**src/rtl/seg_scan_decoder.sv**
```systemverilog
// Recovers the four BCD digits, decimal points and frame timing from a
// multiplexed active-low 7-segment display bus by sampling segs/ssd_ctl.
module seg_scan_decoder #(
  parameter int STABLE_CNT = 4
) (
  input  logic       clk,
  input  logic       rst,
  input  logic [7:0] segs,
  input  logic [3:0] ssd_ctl,
  output logic [3:0] digit0,
  output logic [3:0] digit1,
  output logic [3:0] digit2,
  output logic [3:0] digit3,
  output logic [3:0] dp,
  output logic [3:0] err,
  output logic       valid,
  output logic       frame_done
);

  localparam logic [3:0] CNT_MAX = 4'(STABLE_CNT);
  localparam logic [3:0] CNT_ACC = 4'(STABLE_CNT - 1);

  logic [11:0] prev;
  logic [3:0]  cnt;
  logic [3:0]  seen;

  logic [11:0] sample;
  logic        legal;
  logic [1:0]  idx;
  logic        known;
  logic [3:0]  value;
  logic        same;
  logic        accept;
  logic [3:0]  seen_set;

  // A sample is only usable when exactly one digit enable is driven low.
  always_comb begin
    legal = 1'b1;
    idx   = 2'd0;
    case (ssd_ctl)
      4'b1110: idx = 2'd0;
      4'b1101: idx = 2'd1;
      4'b1011: idx = 2'd2;
      4'b0111: idx = 2'd3;
      default: legal = 1'b0;
    endcase
  end

  always_comb begin
    known = 1'b1;
    value = 4'hF;
    case (segs[7:1])
      7'b0000001: value = 4'd0;
      7'b1001111: value = 4'd1;
      7'b0010010: value = 4'd2;
      7'b0000110: value = 4'd3;
      7'b1001100: value = 4'd4;
      7'b0100100: value = 4'd5;
      7'b0100000: value = 4'd6;
      7'b0001111: value = 4'd7;
      7'b0000000: value = 4'd8;
      7'b0000100: value = 4'd9;
      7'b1111111: value = 4'hF;
      default:    known = 1'b0;
    endcase
  end

  // Accept fires on the single edge where the dwell count reaches its limit.
  always_comb begin
    sample   = {ssd_ctl, segs};
    same     = (sample == prev);
    accept   = legal && same && (cnt == CNT_ACC);
    seen_set = seen | (4'b0001 << idx);
  end

  always_ff @(posedge clk) begin
    if (rst) begin
      prev       <= '1;
      cnt        <= 4'd0;
      seen       <= 4'd0;
      digit0     <= 4'hF;
      digit1     <= 4'hF;
      digit2     <= 4'hF;
      digit3     <= 4'hF;
      dp         <= 4'd0;
      err        <= 4'd0;
      valid      <= 1'b0;
      frame_done <= 1'b0;
    end else begin
      frame_done <= 1'b0;
      if (!legal) begin
        cnt  <= 4'd0;
        prev <= '1;
      end else begin
        prev <= sample;
        if (!same)
          cnt <= 4'd1;
        else if (cnt != CNT_MAX)
          cnt <= cnt + 4'd1;
      end

      if (accept) begin
        // An unrecognised pattern flags err but keeps the last good digit.
        if (known) begin
          case (idx)
            2'd0: digit0 <= value;
            2'd1: digit1 <= value;
            2'd2: digit2 <= value;
            default: digit3 <= value;
          endcase
        end
        dp[idx]  <= ~segs[0];
        err[idx] <= ~known;
        if (seen_set == 4'hF) begin
          frame_done <= 1'b1;
          valid      <= 1'b1;
          seen       <= 4'd0;
        end else begin
          seen <= seen_set;
        end
      end
    end
  end

endmodule

```
**config.mk**
```make
export PLATFORM = sky130hd
export DESIGN_NAME = seg_scan_decoder
export DESIGN_NICKNAME = d
export VERILOG_FILES = /design/src/rtl/seg_scan_decoder.sv
export SDC_FILE = /design/constraint.sdc
export NUM_CORES = 1
export LEC_CHECK = 0
export CORE_ASPECT_RATIO = 0.7
export CORE_UTILIZATION = 55
export DETAILED_ROUTE_END_ITERATION = 8
export GPL_TIMING_DRIVEN = 1
export PLACE_DENSITY = 0.86
export SLEW_MARGIN = 10
export SYNTH_ARGS = -nofsm -noshare
export SYNTH_HDL_FRONTEND = slang
export SYNTH_SLANG_ARGS = --single-unit
```
**constraint.sdc**
```tcl
create_clock -name clk -period 3.85 [get_ports clk]
set_clock_uncertainty 0.15 [all_clocks]
set_input_delay 0.385 -clock clk [delete_from_list [all_inputs] [get_ports clk]]
set_output_delay 0.385 -clock clk [all_outputs]
set_load 0.01 [all_outputs]
```
Yosys cells after proc, flatten, opt, wreduce, memory -nomap -nowiden
Index checks and enable logic that the tools add are counted.
{ "totals": {"output_inout_bits": 26, "wordCells": 72, "in_bits": 14, "register_bits": 46} }
{ "classes": {"reduce_logical": 16, "bitwise": 7, "add_sub_neg": 1, "n_lt_le_gt_ge": 2, "mux": 12, "eq_ne": 21, "shifts": 1} }
{ "ops": {"columns": ["op", "n"], "rows": [
  ["4-bit one-hot mux with 10 select lines", 1],
  ["7-bit equality test (second input constant)", 3],
  ["4-bit equality test (second input constant)", 4],
  ["7-bit by 3-bit equality test with 1-bit output (second input constant)", 2],
  ["7-bit by 6-bit equality test with 1-bit output (second input constant)", 2],
  ["12-bit equality test", 1],
  ["3-bit AND reduction", 4],
  ["11-bit OR reduction", 1],
  ["4-bit bitwise mux", 2],
  ["7-bit by 1-bit equality test with 1-bit output (second input constant)", 1],
  ["7-bit by 4-bit equality test with 1-bit output (second input constant)", 1],
  ["7-bit by 5-bit equality test with 1-bit output (second input constant)", 1],
  ["7-bit logical NOT", 1],
  ["1-bit 2-to-1 mux", 6],
  ["1-bit NOT", 6],
  ["2-bit one-hot mux with 3 select lines", 1],
  ["3-bit OR reduction", 2],
  ["4-bit by 1-bit adder with 4-bit output (second input constant)", 1],
  ["4-bit by 2-bit equality test with 1-bit output (second input constant)", 1],
  ["4-bit by 3-bit equality test with 1-bit output (second input constant)", 1],
  ["4-bit 2-to-1 mux", 1],
  ["4-bit by 3-bit != test with 1-bit output (second input constant)", 1],
  ["4-bit OR", 1],
  ["2-bit OR reduction", 2],
  ["11 further kinds", 13]
]} }

Logic depth before layout (Yosys ltp)
{ "logic_depth": {"ltp_word": 7, "ltp_mapped": 7} }

Worst setup path before layout
OpenSTA, ideal clock, no wires.
{ "synth_timing": {"path_type": "input port to flip-flop", "start": "input port segs[2]", "end": "register digit1[1]", "stages": 6, "setup_time_ps": 125, "path_slack_ps": 1829, "t_arrival_ps": 1745, "path_cell_list": "buf_4 -> or3b_4 -> or4_1 -> a21oi_1 -> and3_1 -> a21oi_1"} }
{ "synth_between": {"elab_chain_cells": 4} }
{ "synth_rtl": {"columns": ["element", "line_no", "text"], "rows": [
  ["start: declaration", "8", "input logic [7:0] segs,"],
  ["7-bit by 3-bit equality test with 1-bit output (tied with other cells)", "52", "case (segs[7:1])"],
  ["11-bit OR reduction (no source line) / 1-bit logical AND (equally long branches)", null, null],
  ["1-bit 2-to-1 mux / 1-bit logical AND (equally long branches)", "52, 72", null],
  ["3-bit AND reduction (no source line)", null, null],
  ["end signal: assignment", "107", "2'd1: digit1 <= value;"],
  ["end: declaration", "11", "output logic [3:0] digit1,"]
]} }
Parallel ways exist; a longest one is shown, timed or not.
A chain may end at the register's enable or synchronous reset.

Worst setup path after layout
{ "layout_timing": {"start": "input port segs[5]", "end": "register digit1[3]"} }
The elaborated chain is that of the path after synthesis.

==> summary.txt <==
Run status
  • Status: finished clean

Synth
  • Synth Net Count: 254
  • Top FF cell, synth: dfxtp_1
  • Register area share after synthesis: 0.393
  • Syn Std Cell Area: 2340 sq um
  • Syn_area_per_cell: 9.84 sq um
  • Synth Register Bits: 46
  • Async S/R FF share, synth: 0
  • Mapped Cells: 238
  • Post-synth EDFFs: 0
  • Netlist cell types: 51
  • Yosys Warn Count: 0

Worst setup path
  • CP max FO: 10
  • CP peak stage delay: 0.64 ns
  • WS Path Type: in -> reg
  • Worst reg2reg path depth: 6
  • WP buf/inv: 1
  • CP Launch Type: input port
  • Critical Path RT: 3.87 ns
  • R2R Setup Slk: 1.68 ns
  • Crit end category: register
  • Critical R2R Capture: digit3[3]
  • Slowest CP cell: clkdlybuf4s50_1
  • Largest delay contributor family on the critical path: simple AND/OR/NAND/NOR gates
  • Critical path cell sequence: clkdlybuf4s50_1 -> or2_2 -> nor4_1 -> nor2_1 -> a21oi_1 -> a22oi_1
  • Worst r2r src: cnt[0]
  • CP arrival: 2.53 ns

GRT
  • Initial antenna violation count: 0
  • GRT Util Overall: 0.228
  • Total gr overflow: 0
  • Vias in the first global route: 1633
  • Largest net degree at the start of global routing: 26
  • Global-route wire length before repair: 7950 um

Final layout
  • Multi-input gate area: 1320 sq um
  • Register area: 921 sq um
  • Filler Cells Inserted: 305
  • Ant diodes: 0
  • Share of cells above drive strength 1: 0.128
  • Final net count: 288
  • P&R area growth vs syn: 21.2%

Clock network
  • Post-CTS resize count: 0
  • CTS Buf Count: 5
  • Post-CTS Setup Inserts: 0
  • Clk slew on worst S/H paths: 0.08 ns
  • Max Root-Sink Buffers: 2
  • CTS Hold Bufs: 0
  • Number of clock sinks: 46
  • CTS tree: built
  • H-tree levels: 2
  • CTS Root Cell: clkbuf_8
  • Clock Latency Late Sink: 0.29 ns

Pwr
  • Total chip power: 0.926 mW
  • Switch share: 0.230
  • Max IR drop VDD: 0.241 mV
  • Lkg Pwr: 1.09 nW
  • Gate power share: 0.101
  • Clk pwr share: 0.378
  • Internal cell power: 0.713 mW
  • Power Density: 326 nW/um^2
  • NetSw: 0.213 mW
  • Sequential power share: 0.522

STA
  • Max_slew headroom: 0.388
  • Tightest Pin Transition: 0.915 ns
  • Final slew viol count: 0
  • Final Critical Period: 2.52 ns
  • Final setup TNS: 0 ns
  • Fmax achieved: 397 MHz
  • Final cycle utilization of the critical path: 0.654
  • Final hold vios: 0
  • Final setup vio count: 0
  • RSZ-0062 raised after global routing: false

Floorplan
  • Die W: 80 um
  • Starting Density: 0.586
  • Chip height: 56.6 um
  • I/O pins: 40
  • CORE AREA: 3990 sq um
  • Num rows: 19
  • Die ar.: 4530 sq um

Detailed routing
  • # DRC: 0
  • Post-route ant nets: 0
  • Initial DRT Pass Iterations: 4
  • Routed vias: 1842
  • Detailed Route WL: 4780 um
  • Initial drt markers: 88
  • Wire length per cell: 14.7 um
  • DR vias/cell: 5.67

Hold path
  • Worst hold start: valid
  • WHS Path Cells: 2
  • Hold endpoint: valid
  • HP Class: reg -> reg

Placed design
  • Number of port buffers: 39
  • Dpl hpwl: 3640 um
  • Final Wtd Congestion: 0.896

Job
  • Max-cap viol count: 0
-- worst max path at each step --
| stage | startpoint | end | cells after the start |
|---|---|---|---|
| global placement | segs[5] | digit3[0] | 6 |
| CTS | segs[5] | digit1[0] | 6 |
| finish | segs[5] | digit1[3] | 6 |
| global route | segs[5] | digit3[0] | 6 |
| floorplan | segs[2] | digit1[1] | 6 |
| detailed placement | segs[5] | digit1[0] | 6 |
-- synthesized netlist by cell type (2+ instances only) --
cell / count / area, sq um
dfxtp_1: 46 / 921
nor2_1: 20 / 75.1
mux2i_1: 16 / 160
a21oi_1: 13 / 65.1
nand2b_1: 13 / 81.3
nand2_1: 12 / 45.0
xnor2_1: 9 / 78.8
nand3_1: 8 / 40.0
xnor2_2: 6 / 97.6
buf_2: 5 / 25.0
clkbuf_1: 5 / 18.8
inv_1: 5 / 18.8
a211oi_1: 4 / 30.0
and2_1: 4 / 25.0
and4b_1: 4 / 40.0
nor4_2: 4 / 50.1
o21a_1: 4 / 30.0
o21ai_2: 4 / 35.0
or3_1: 4 / 25.0
a22oi_1: 3 / 22.5
and3_1: 3 / 18.8
buf_6: 3 / 33.8
nand4_1: 3 / 18.8
nor3_1: 3 / 15.0
nor4_1: 3 / 18.8
a21boi_0: 2 / 15.0
a21o_1: 2 / 15.0
and4_1: 2 / 17.5
ha_1: 2 / 25.0
nand3b_1: 2 / 15.0
nand4_2: 2 / 25.0
nor3b_1: 2 / 15.0
o21ai_0: 2 / 10.0
-- layout by cell type (no fill, tap or decap), drive strengths merged, types with 5 or more instances in the layout --
cell type       n
a211oi          5
a21oi          13
clkbuf          6
clkdlybuf4s50  39
dfxtp          46
inv             5
mux2i          16
nand2          12
nand2b         13
nand3           8
nand4           6
nor2           20
nor4            8
o21ai           6
or3             5
xnor2          15
-- tightest hold or removal path, cell delays in order, from the launching register on --
cell     delay (ns)
dfxtp_1        0.32
inv_1          0.05
a21oi_1        0.05
-- sequential cells by signal, indices dropped and copies added (netlist names) --
register / cells
prev: 12
cnt: 4
digit0: 4
digit1: 4
digit2: 4
digit3: 4
dp: 4
err: 4
seen: 4
frame_done: 1
valid: 1
-- area by class of cell --
class,instances,share of cell area
clock buffers,6,0.0256
clock inverters,2,0.0132
inverters,5,0.00661
multi-input cells,173,0.464
flip-flops and latches,46,0.325
well taps,52,0.0229
repair buffers,41,0.143
-- metal layers --
metal,track usage,share of wire,vias up
li1,-,-,926
met1,0.348,0.50,862
met2,0.320,0.43,49
met3,0.0455,0.057,5
met4,0.0689,0.011,0
met5,0,0,-
-- through the flow --
stage	std cells	worst slack (ns)	cell area, sq um	utilization	hold slack (ns)
floorplan	238	1.83	2340	-	0.284
global placement	317	1.05	2730	0.683	0.283
detailed placement	317	1.05	2730	0.683	0.301
CTS	325	1.35	2840	0.711	0.314
global route	325	1.12	2840	0.711	0.351
finish	325	1.33	2840	0.711	0.310
-- logic make-up after synthesis --
family                   Yosys count  share of synthesized area
XOR/XNOR                          15                     0.0753
AND/OR/NAND/NOR                   96                      0.262
buffers and inverters             19                     0.0443
adder cells (fa/ha/maj)            2                     0.0107
flip-flops                        46                      0.393
AO/OA/AOI/OAI                     44                      0.146
multiplexers                      16                     0.0684
-- power by group through the flow --
stage               registers (mW)  logic, mW  clock network, mW
finish                       0.483     0.0932              0.350
global route                 0.484      0.101              0.377
CTS                          0.483     0.0930              0.355
detailed placement           0.494     0.0927                  0
global placement             0.494     0.0918                  0
floorplan                    0.494     0.0701                  0
Note: power is estimated with default switching activity, not from simulation.
